## config.mk

```make
export PLATFORM = sky130hd
export DESIGN_NAME = wb_stage
export DESIGN_NICKNAME = d
export VERILOG_FILES = /design/src/rtl/wb_stage.sv
export SDC_FILE = /design/constraint.sdc
export NUM_CORES = 1
export LEC_CHECK = 0
export ABC_AREA = 1
export CORE_ASPECT_RATIO = 1.25
export CORE_MARGIN = 2
export CORE_UTILIZATION = 46
export DETAILED_ROUTE_END_ITERATION = 7
export HOLD_SLACK_MARGIN = 0.1
export MAX_ROUTING_LAYER = met4
export PLACE_DENSITY = 0.81
export SLEW_MARGIN = 20
export SYNTH_ARGS = -nofsm -noshare
export SYNTH_HDL_FRONTEND = slang
export SYNTH_SLANG_ARGS = --single-unit
```

## constraint.sdc

```tcl
create_clock -name clk -period 2.9 [get_ports clk]
set_input_delay 0.725 -clock clk [delete_from_list [all_inputs] [get_ports clk]]
set_output_delay 0.725 -clock clk [all_outputs]
set_load 0.05 [all_outputs]
```

## src/rtl/wb_stage.sv

```systemverilog
// Writeback stage: arbitrates ALU and load results into the regfile write port
// and tracks pending register writes for decode hazard checks.
module wb_stage #(
    parameter int XLEN = 64,
    parameter int NREG = 32
) (
    input  logic            clk,
    input  logic            rst,
    input  logic            alu_valid,
    output logic            alu_ready,
    input  logic [4:0]      alu_rd,
    input  logic [XLEN-1:0] alu_data,
    input  logic            mem_valid,
    output logic            mem_ready,
    input  logic [4:0]      mem_rd,
    input  logic [XLEN-1:0] mem_data,
    input  logic            iss_valid,
    input  logic [4:0]      iss_rd,
    input  logic [4:0]      q_rs1,
    input  logic [4:0]      q_rs2,
    input  logic [4:0]      q_rd,
    output logic            iss_stall,
    output logic            wen_REGS,
    output logic [4:0]      aind_REGS,
    output logic [XLEN-1:0] din_REGS,
    output logic [63:0]     wb_count,
    output logic            err_waw
);

    // rr_last_reg: 0 = ALU won the last conflict, 1 = MEM won it
    logic            rr_last_reg;
    logic            wen_reg;
    logic [4:0]      aind_reg;
    logic [XLEN-1:0] din_reg;
    logic [63:0]     count_reg;
    logic            err_reg;
    logic [NREG-1:0] busy_reg;
    logic [NREG-1:0] busy_next;
    logic [NREG-1:0] clear_mask;
    logic [NREG-1:0] set_mask;
    logic [NREG-1:0] eff_busy;

    logic            grant_alu;
    logic            grant_mem;
    logic            accept;
    logic            conflict;
    logic [4:0]      win_rd;
    logic [XLEN-1:0] win_data;

    always_comb begin
        grant_alu = 1'b0;
        grant_mem = 1'b0;
        win_rd    = '0;
        win_data  = '0;
        conflict  = alu_valid && mem_valid;
        if (!rst) begin
            grant_alu = alu_valid && (!mem_valid || rr_last_reg);
            grant_mem = mem_valid && (!alu_valid || !rr_last_reg);
        end
        if (grant_mem) begin
            win_rd   = mem_rd;
            win_data = mem_data;
        end else if (grant_alu) begin
            win_rd   = alu_rd;
            win_data = alu_data;
        end
        accept = grant_alu || grant_mem;
    end

    assign alu_ready = grant_alu;
    assign mem_ready = grant_mem;

    // A write landing this cycle already releases its register for queries;
    // a same-cycle issue to the same register re-arms the bit.
    generate
        for (genvar gi = 0; gi < NREG; gi++) begin : g_sb
            assign clear_mask[gi] = wen_reg && (aind_reg == 5'(gi));
            assign eff_busy[gi]   = busy_reg[gi] && !clear_mask[gi];
            if (gi == 0) begin : g_x0
                assign set_mask[gi]  = 1'b0;
                assign busy_next[gi] = 1'b0;
            end else begin : g_xn
                assign set_mask[gi]  = iss_valid && (iss_rd == 5'(gi));
                assign busy_next[gi] = eff_busy[gi] || set_mask[gi];
            end
        end
    endgenerate

    assign iss_stall = eff_busy[q_rs1] | eff_busy[q_rs2] | eff_busy[q_rd];

    always_ff @(posedge clk) begin
        if (rst) begin
            rr_last_reg <= 1'b0;
            wen_reg     <= 1'b0;
            aind_reg    <= '0;
            din_reg     <= '0;
            count_reg   <= '0;
            err_reg     <= 1'b0;
            busy_reg    <= '0;
        end else begin
            wen_reg  <= accept && (win_rd != 5'd0);
            busy_reg <= busy_next;
            if (accept && (win_rd != 5'd0)) begin
                aind_reg <= win_rd;
                din_reg  <= win_data;
            end
            if (accept) begin
                count_reg <= count_reg + 64'd1;
            end
            if (conflict) begin
                rr_last_reg <= grant_mem;
            end
            if (iss_valid && iss_stall) begin
                err_reg <= 1'b1;
            end
        end
    end

    assign wen_REGS  = wen_reg;
    assign aind_REGS = aind_reg;
    assign din_REGS  = din_reg;
    assign wb_count  = count_reg;
    assign err_waw   = err_reg;

endmodule
```

# [Word-level counts from Yosys, hierarchy flattened]
# Index checks and enable logic that the tools add are counted.
[word_totals] ff_bits=168 elab_cells=259 out_inout_bits=138
[classes] muxes=12 n_addsub=1 n_eq_ne=62 magnitude_cmp=3 n_reduce_logical=171 n_bitwise=2
[ops] operator="5-bit equality test (second input constant)" n=32
[ops] operator="64-bit two-way mux" n=2
[ops] operator="1-bit logical AND" n=100
[ops] operator="5-bit by 4-bit equality test with 1-bit output (second input constant)" n=16
[ops] operator="64-bit by 1-bit adder with 64-bit output (second input constant)" n=1
[ops] operator="5-bit by 3-bit equality test with 1-bit output (second input constant)" n=8
[ops] operator="1-bit zero test" n=35
[ops] operator="1-bit logical OR" n=34
[ops] operator="5-bit by 2-bit equality test with 1-bit output (second input constant)" n=4
[ops] operator="5-bit by 6-bit less-than comparator with 1-bit output (second input constant)" n=3
[ops] operator="1-bit binary-select mux with 5-bit select" n=3
[ops] operator="5-bit by 1-bit equality test with 1-bit output (second input constant)" n=2
[ops] operator="5-bit two-way mux" n=2
[ops] operator="5-bit zero test" n=1
[ops] operator="1-bit two-way mux" n=5
[ops] operator="5-bit nonzero test" n=1
[ops] operator="1-bit OR" n=2

# [Depth between registers and ports, before layout]
[depth] ltp_word=9 ltp_mapped=15 depth_no_buf=15

# [Least setup slack after synthesis]
# OpenSTA, ideal clock, no wires.
[synth_timing] path_type="input -> output" startpoint="input q_rd[0]" endpoint="output iss_stall" t_arrival_ps=2227 cell_stages=11 t_required_ps=2175 slack_ps=-52 cell_sequence="buf_2 > clkinv_1 > nor2_1 > inv_1 > nor2_1 > nor2_1 > nand2_1 > nand3_1 > nand3_1 > nand2_1 > nand3_1"
[synth_between] elab_chain_cells=3
[synth_lines] element="start, declared" line="21" text="input logic [4:0] q_rd,"
[synth_lines] element="1-bit binary-select mux with 5-bit select" line="89" text="assign iss_stall = eff_busy[q_rs1] | eff_busy[q_rs2] | eff_busy[q_rd];"
[synth_lines] element="1-bit two-way mux (not written as such)" line="89"
[synth_lines] element="1-bit OR" line="89"
[synth_lines] element="end, declared" line="22" text="output logic iss_stall,"
# No other way between the ends. The select of a mux whose other input is x is not followed.

# [Worst setup path in the final report]
[layout_timing] startpoint="register aind_reg[0], in the netlist aind_REGS[0]" endpoint="output iss_stall"
[layout_between] elab_chain_cells=8 elab_cells_between_ends=136 cone_classes="31 x eq/ne; 6 x mux; 2 x bitwise; 97 x reduce/logical"
[layout_lines] element="start, declared" line="33" text="logic [4:0] aind_reg;"
[layout_lines] element="start signal, assigned" line="104" text="aind_reg <= win_rd;"
[layout_lines] element="5-bit by 1-bit equality test with 1-bit output (tied with other cells)" line="77" text="assign clear_mask[gi] = wen_reg && (aind_reg == 5'(gi));"
[layout_lines] element="1-bit logical AND" line="77"
[layout_lines] element="1-bit zero test" line="78" text="assign eff_busy[gi] = busy_reg[gi] && !clear_mask[gi];"
[layout_lines] element="1-bit logical AND" line="78"
[layout_lines] element="1-bit binary-select mux with 5-bit select" line="89"
[layout_lines] element="1-bit two-way mux (not written as such)" line="89"
[layout_lines] element="1-bit OR" line="89"
[layout_lines] element="1-bit OR (*)" line="89"
# Every way passes the cells marked *; elsewhere a longest branch is shown, timed or not. The select of a mux whose other input is x is not followed.

==> summary.md <==
The flow ran to the end, but the final reports show violations. The checks that failed: setup timing. The post-route worst setup slack is -0.0351 ns, and the largest fanout on the critical path is 8. The post-detailed-routing wire length is 37,300 um. In the final design database the tool counted 1,933 nets. Proportion of synthesized chip area in sequential cells: 37.4%. Entering global routing, the biggest net connects 107 pins.

Maximum clock skew at final layout: 0.0136 ns. In the synthesized netlist the async set-or-reset flop fraction comes to 0%. The worst relative slew slack was 32.1%; the count of pins over their slew limit was 0. The first-pass detailed-route iteration total was 6; the cell count after placement was 1,973.

The clock passes through at most 2 buffers. Hold is met by 0.451 ns. Endpoint class of the critical path: an output pin.

In the layout the commonest cells are 365 x sky130_fd_sc_hd__nand2_1, 289 x sky130_fd_sc_hd__clkdlybuf4s50_1, 161 x sky130_fd_sc_hd__dfxtp_1. The routed design uses 2790 um of met3 wire. For this run, the top clock speed supported by timing is 0.341 GHz. Compared with the post-synthesis result, the final layout area differs by 56.9%. The analysis attributes to cell leakage a power of 5.19 nW. STA classifies the critical path startpoint as a flop.

The run gives 1,568 as the synthesized netlist net count. The number of I/O pins is 301, and the number of max-cap violations is 0. The reg-to-reg endpoint was wb_count[50].

The clock reaches the later pin of the worst-skew pair after 0.43 ns. Clock tree synthesis found a total of 167 sinks. The required time at the worst-slack endpoint came out at 2.17 ns.

TritonCTS built the clock tree. The worst ir drop on vdd was 0.000418 V; the number of distinct standard cells referenced by the synthesized netlist was 40. The startpoint of the lowest-slack register-to-register path is wb_count[8]. Number of cells in the finished layout apart from fillers: 2,019. Detailed placement ended at an HPWL of 28,200 um. The total negative slack came out at -0.0351 ns.

After clock tree synthesis, the clock-pin slew on the worst setup and hold paths is 0.07 ns. The detailed-route wire length per cell was 18.5 um; the worst slack after detailed placement was -0.356 ns. After detailed routing, the number of remaining DRC violations is 0. The run gives 12,700 um^2 as the post-placement cell area. Path class of the lowest-slack min-delay path: flop to flop. In this run, synthesis inferred 0 flip-flops with an integrated enable. The detail route stage leaves a number of antenna-violating nets equal to 0. The finished cells cover 14,000 um^2. Die span in y: 160 um.

For the site row count, the log shows 57. A synthesized cell averages 6.36 um^2. Fraction of layout cells with a size suffix above 1: 15.3%. The number of register bits inferred by synthesis is 167.

The depth of the worst register-to-register path was 9. In this run the worst setup path terminates at iss_stall. The number of global-route vias before repair came out at 10.9k. The logs give 0.992 for the routability congestion estimate and 56,500 um for the first-pass GRT wire length. The setup check on the worst reg-to-reg path leaves a slack of 0.51 ns. Setup repair after global routing could not meet its margin everywhere. After detailed routing, the wire length on met1 is 13,600 um.

The final clock period utilization by the worst path is 101%, and the number of buffers added on ports is 300. Counting I/O delays and the setup requirement, the final critical path takes 2.94 ns. Power spread over the standard cell area amounts to 467 nW/um^2.

Dividing the detail-routed via count by the number of cells gives 5.52. The initial core utilization was 46.4%; the number of warning messages in the yosys log was 0. The post-synthesis cell count came out at 1,404. The die width came out at 129 um. The tree is rooted in a sky130_fd_sc_hd__clkbuf_16.

The tools report the floorplan die area as 20,600 um^2. By startpoint and endpoint, the worst setup path is classified as flop to output pin. The number of setup violations in the final report was 1. For the number of fillers in the final layout, the log shows 1,595.

The H-tree was split into 4 levels. For the total vias in the final route, the log shows 11.1k. The tools report the startpoint of the worst setup timing path as aind_REGS[0]. The tools report the count of routing violations after the opening detailed-route iteration as 827.

Launch instance of the worst min-delay path: err_waw. The logs give 2.21 ns for the arrival time at the worst endpoint and 17 for the total clock buffers created by CTS. The number of hold buffers added after CTS was 0. The leading cell type in the layout, fill and taps excluded was sky130_fd_sc_hd__nand2_1. Dominant register cell in the synthesized netlist: sky130_fd_sc_hd__dfxtp_1. Area of the placeable core: 19,300 um^2.

Detailed routing placed a total of 18,700 um of wire on met2. The tools report the number of hold violations in the final report as 0. Summing every instance area after synthesis gives 8930 um^2. Highest metal layer used by the detailed router: met4. Overall routing resource usage: 36.3%. The remaining global-route overflow is 0, and the initial antenna violation count is 1. The transition time at the pin with the least slew margin works out to 1.02 ns.
==> worst max-delay path, stage by stage, from the launching register on <==
cell,delay (ns)
sky130_fd_sc_hd__dfxtp_2,0.34
sky130_fd_sc_hd__inv_1,0.09
sky130_fd_sc_hd__nor2_4,0.13
sky130_fd_sc_hd__buf_6,0.21
sky130_fd_sc_hd__nand3_4,0.14
sky130_fd_sc_hd__buf_6,0.14
sky130_fd_sc_hd__nand3_2,0.04
sky130_fd_sc_hd__nand2_1,0.05
sky130_fd_sc_hd__nor2_1,0.10
sky130_fd_sc_hd__nand2_1,0.05
sky130_fd_sc_hd__nand3_1,0.09
sky130_fd_sc_hd__nand3_2,0.08
sky130_fd_sc_hd__nand2_2,0.09
sky130_fd_sc_hd__nand3_4,0.07
sky130_fd_sc_hd__buf_12,0.15
==> metrics by stage <==
stage | utilization (%) | power, mW
finish | 72.8 | 6.55
global placement | 66.2 | 4.04
detailed placement | 66.2 | 4.05
floorplan | - | 3.38
CTS | 71.5 | 6.52
global route | 72.8 | 6.76
==> worst min path at each step <==
stage / slack [ns] / to / depth (start not counted)
after floorplan: 0.46 / rr_last_reg / 2
after global placement: 0.44 / err_waw / 2
after detailed placement: 0.44 / err_waw / 2
after CTS: 0.45 / err_waw / 2
after global routing: 0.48 / err_waw / 2
final: 0.45 / err_waw / 2
==> Yosys cell counts (20+ instances only) <==
library cell / instances / area, um^2
sky130_fd_sc_hd__clkbuf_1: 43 / 161
sky130_fd_sc_hd__nand4_1: 20 / 125
sky130_fd_sc_hd__a21oi_1: 85 / 425
sky130_fd_sc_hd__o21ai_1: 51 / 255
sky130_fd_sc_hd__nor2_1: 155 / 582
sky130_fd_sc_hd__o21ai_0: 50 / 250
sky130_fd_sc_hd__a31oi_1: 68 / 425
sky130_fd_sc_hd__inv_1: 122 / 458
sky130_fd_sc_hd__nand3_1: 111 / 556
sky130_fd_sc_hd__nor3_1: 39 / 195
sky130_fd_sc_hd__nand2_1: 399 / 1500
sky130_fd_sc_hd__dfxtp_1: 167 / 3340
==> layer usage <==
metal  GRT usage [%]  vias to the layer above
met5               -                        -
met4            20.6                        0
met3            8.01                      132
met2            61.6                      496
met1            38.5                     5099
li1                -                     5414
==> what timing repair did <==
item / 4_1_cts / 5_1_grt
setup buffers: 8 / 7
pin swaps: 24 / 28
resized for setup: 113 / 43
cloned: 1 / 1
endpoints found under the setup margin: 1 / 1
hold endpoints to repair: 0 / 0
==> power breakdown <==
part,switching [mW],internal [mW]
logic,0.994,0.625
clock network,1.01,1.42
registers,0.0820,2.42
==> cell type report <==
type / instances / area, um^2 / share of cell area, %
antenna: 1 / 2.50 / 0.0179
clock buffer: 20 / 457 / 3.26
clock inverter: 12 / 164 / 1.17
inverter: 136 / 517 / 3.69
multi-input combinational: 1043 / 5300 / 37.8
sequential: 167 / 3360 / 24.0
tap: 236 / 295 / 2.11
timing repair buffer: 404 / 3920 / 27.9
==> kinds of logic after synthesis <==
kind of cell | count (synthesis) | share of synthesized area (%)
buffers and inverters | 194 | 8.46
AO/OA/AOI/OAI | 270 | 16.6
adder cells (fa/ha/maj) | 1 | 0.140
XOR/XNOR | 3 | 0.294
AND/OR/NAND/NOR | 769 | 37.1
flip-flops | 167 | 37.4
Note: power is estimated with default switching activity, not from simulation.
==> RTL edit (config.mk and constraints unchanged) <==
Change the parameter `XLEN` from 64 to 128.
--- a/src/rtl/wb_stage.sv
+++ b/src/rtl/wb_stage.sv
@@ -3,3 +3,3 @@
 module wb_stage #(
-    parameter int XLEN = 64,
+    parameter int XLEN = 128,
     parameter int NREG = 32
Ports: changed (resized alu_data, din_REGS and mem_data); port bits go from 301 to 493. The function was not compared with the original's and may differ.
==> RTL edit against the unedited design <==
The flow still finishes with violations (setup timing). Wire length up 50%. Setup slack got worse by 0.14 ns. Total power rose by 49%. Count of clock-buffer cells in the layout up 14. Via count is 36% higher. Non-clock buffer count grew 194. Sequential cell count increased by 64. Synthesized area rose by 29%. Cell area increased by 35%. Critical endpoint unchanged.
==> RTL edit: results (changes against the unedited design) <==
Status
  • Outcome: finished with violations
  • Failing checks: setup timing

Global routing
  • Largest net degree at the start of global routing: 175 (+64%)
  • Vias in the first global route: 14,100 (+30%)
  • Total GRT Usage: 40.7% (+4.4 points)
  • Antenna violations before repair: 14 (+13)
  • Met1 global-route usage: 49.3% (+11 points)

Final layout
  • ClkCell Share: 4.63% (+0.20 points)
  • Invs w/o clock: 120 (-12%)
  • Filler cells: 1,891 (+19%)
  • NonClk Buf Share: 31.5% (+3.5 points)
  • Layout cell share with drive strength beyond 1: 11.8% (-3.4 points)
  • Multi-input gates: 1,320 (+27%)
  • Seq/total area: 24.6% (+0.65 points)
  • Layout sequential cell count: 231 (+38%)
  • Non-Clock Buffer Count: 598 (+48%)
  • Clock buffer count: 34 (+70%)

Timing
  • Final setup fails: 1 (unchanged)
  • Post-route setup slack: -0.172 ns (-0.137 ns)
  • Clk_skew: 0.0107 ns (-0.00288 ns)
  • Worst slew margin: 43.9% (+12 points)
  • Worst hold slack: 0.493 ns (+0.0421 ns)

Yosys
  • Netlist cell types: 37 (-7.5%)
  • Register area share after synthesis: 40.0% (+2.6 points)
  • Synth Area per Inst: 6.56 µm² (+3.0%)
  • Top cells by area, synth: dfxtp_1 (40%), nand2_1 (18%), a31oi_1 (7.1%), o21ai_0 (6.1%), nand3_1 (5.5%)
  • Top cells by count, synth: nand2_1 (552), dfxtp_1 (231), nor2_1 (155)

Drt
  • First-pass detailed-route iteration total: 8 (+2)
  • Initial DRC count: 1,739 (+110%)
  • Vias: 15,200 (+36%)
  • Routed wire length: 55,900 µm (+50%)

Setup path
  • Max FO, Critical Path: 6 (-2)
  • Worst reg2reg setup slack: 0.46 ns (-0.05 ns)
  • Worst stage delay on the critical path: 0.40 ns (+0.06 ns)
  • Critical-path top delay cell: dfxtp_4
  • Critical path data arrival time: 2.35 ns (+0.14 ns)

Power
  • NetSw: 0.00325 W (+56%)
  • Leak: 7.01 nW (+35%)
  • Maximum vdd ir drop: 0.000454 V (+8.7%)

Clocking
  • Max clock buf depth: 3 (+1)

Place
  • Buffers on Ports: 492 (+64%)
  • Placed Cells incl. Taps: 2,583 (+31%)
  • Dpl hpwl: 41,900 µm (+49%)
[RTL edit: cell types whose count changed in the layout (fill, tap and decap cells not counted), moves of 10 or more]
cell             delta
o21ai_1            -27
diode_2            +16
nand2_1           +151
a31oi_1            +63
nand3_1            +27
dfxtp_1            +64
nor4_1             -10
clkdlybuf4s50_1   +193
o21ai_0            +90
[RTL edit: timing repair]
action                     4_1_cts  5_1_grt
setup buffers                    8        4
cloned                           1        3
setup endpoints to repair        1        2
gates resized for setup         96       48
pin swaps                       19       26
[RTL edit: per-layer routing]
| metal | part of all wire, % | routed length, µm |
|---|---|---|
| met5 | 0 | 0 |
| met4 | 4.9 | 2740 |
| met3 | 12 | 6970 |
| met2 | 45 | 25300 |
| met1 | 37 | 20900 |
[RTL edit: power groups by stage]
stage	Sequential, W	Combinational (W)	Clock (W)
2_1_floorplan	0.00436	0.000650	0
3_3_place_gp	0.00359	0.00260	0
3_5_place_dp	0.00360	0.00262	0
4_1_cts	0.00354	0.00269	0.00342
5_1_grt	0.00357	0.00287	0.00356
6_report	0.00355	0.00276	0.00343
[RTL edit: through the flow]
step / instance area (µm²) / setup slack (ns) / TNS (ns)
finish: 18900 / -0.172 / -0.172
global route: 18800 / -0.198 / -0.198
CTS: 18500 / -0.0835 / -0.0835
detailed placement: 17300 / -0.417 / -2.93
global placement: 17300 / -0.398 / -1.29
floorplan: 11600 / 0.124 / 0
[RTL edit: kinds of logic after synthesis]
group           synth area share (%)
simple gates                    33.3
compound gates                  18.9
flops                           40.0
buf+inv                         7.29
fa+ha+maj                      0.108
xor+xnor                       0.379
[RTL edit: final timing paths]
path | endpoint | cells past startpoint | start
min | wb_count[60] | 1 | wb_count[60]
min reg2reg | wb_count[60] | 1 | wb_count[60]
max reg2reg | wb_count[36] | 13 | wb_count[0]
max | iss_stall | 13 | aind_REGS[0]
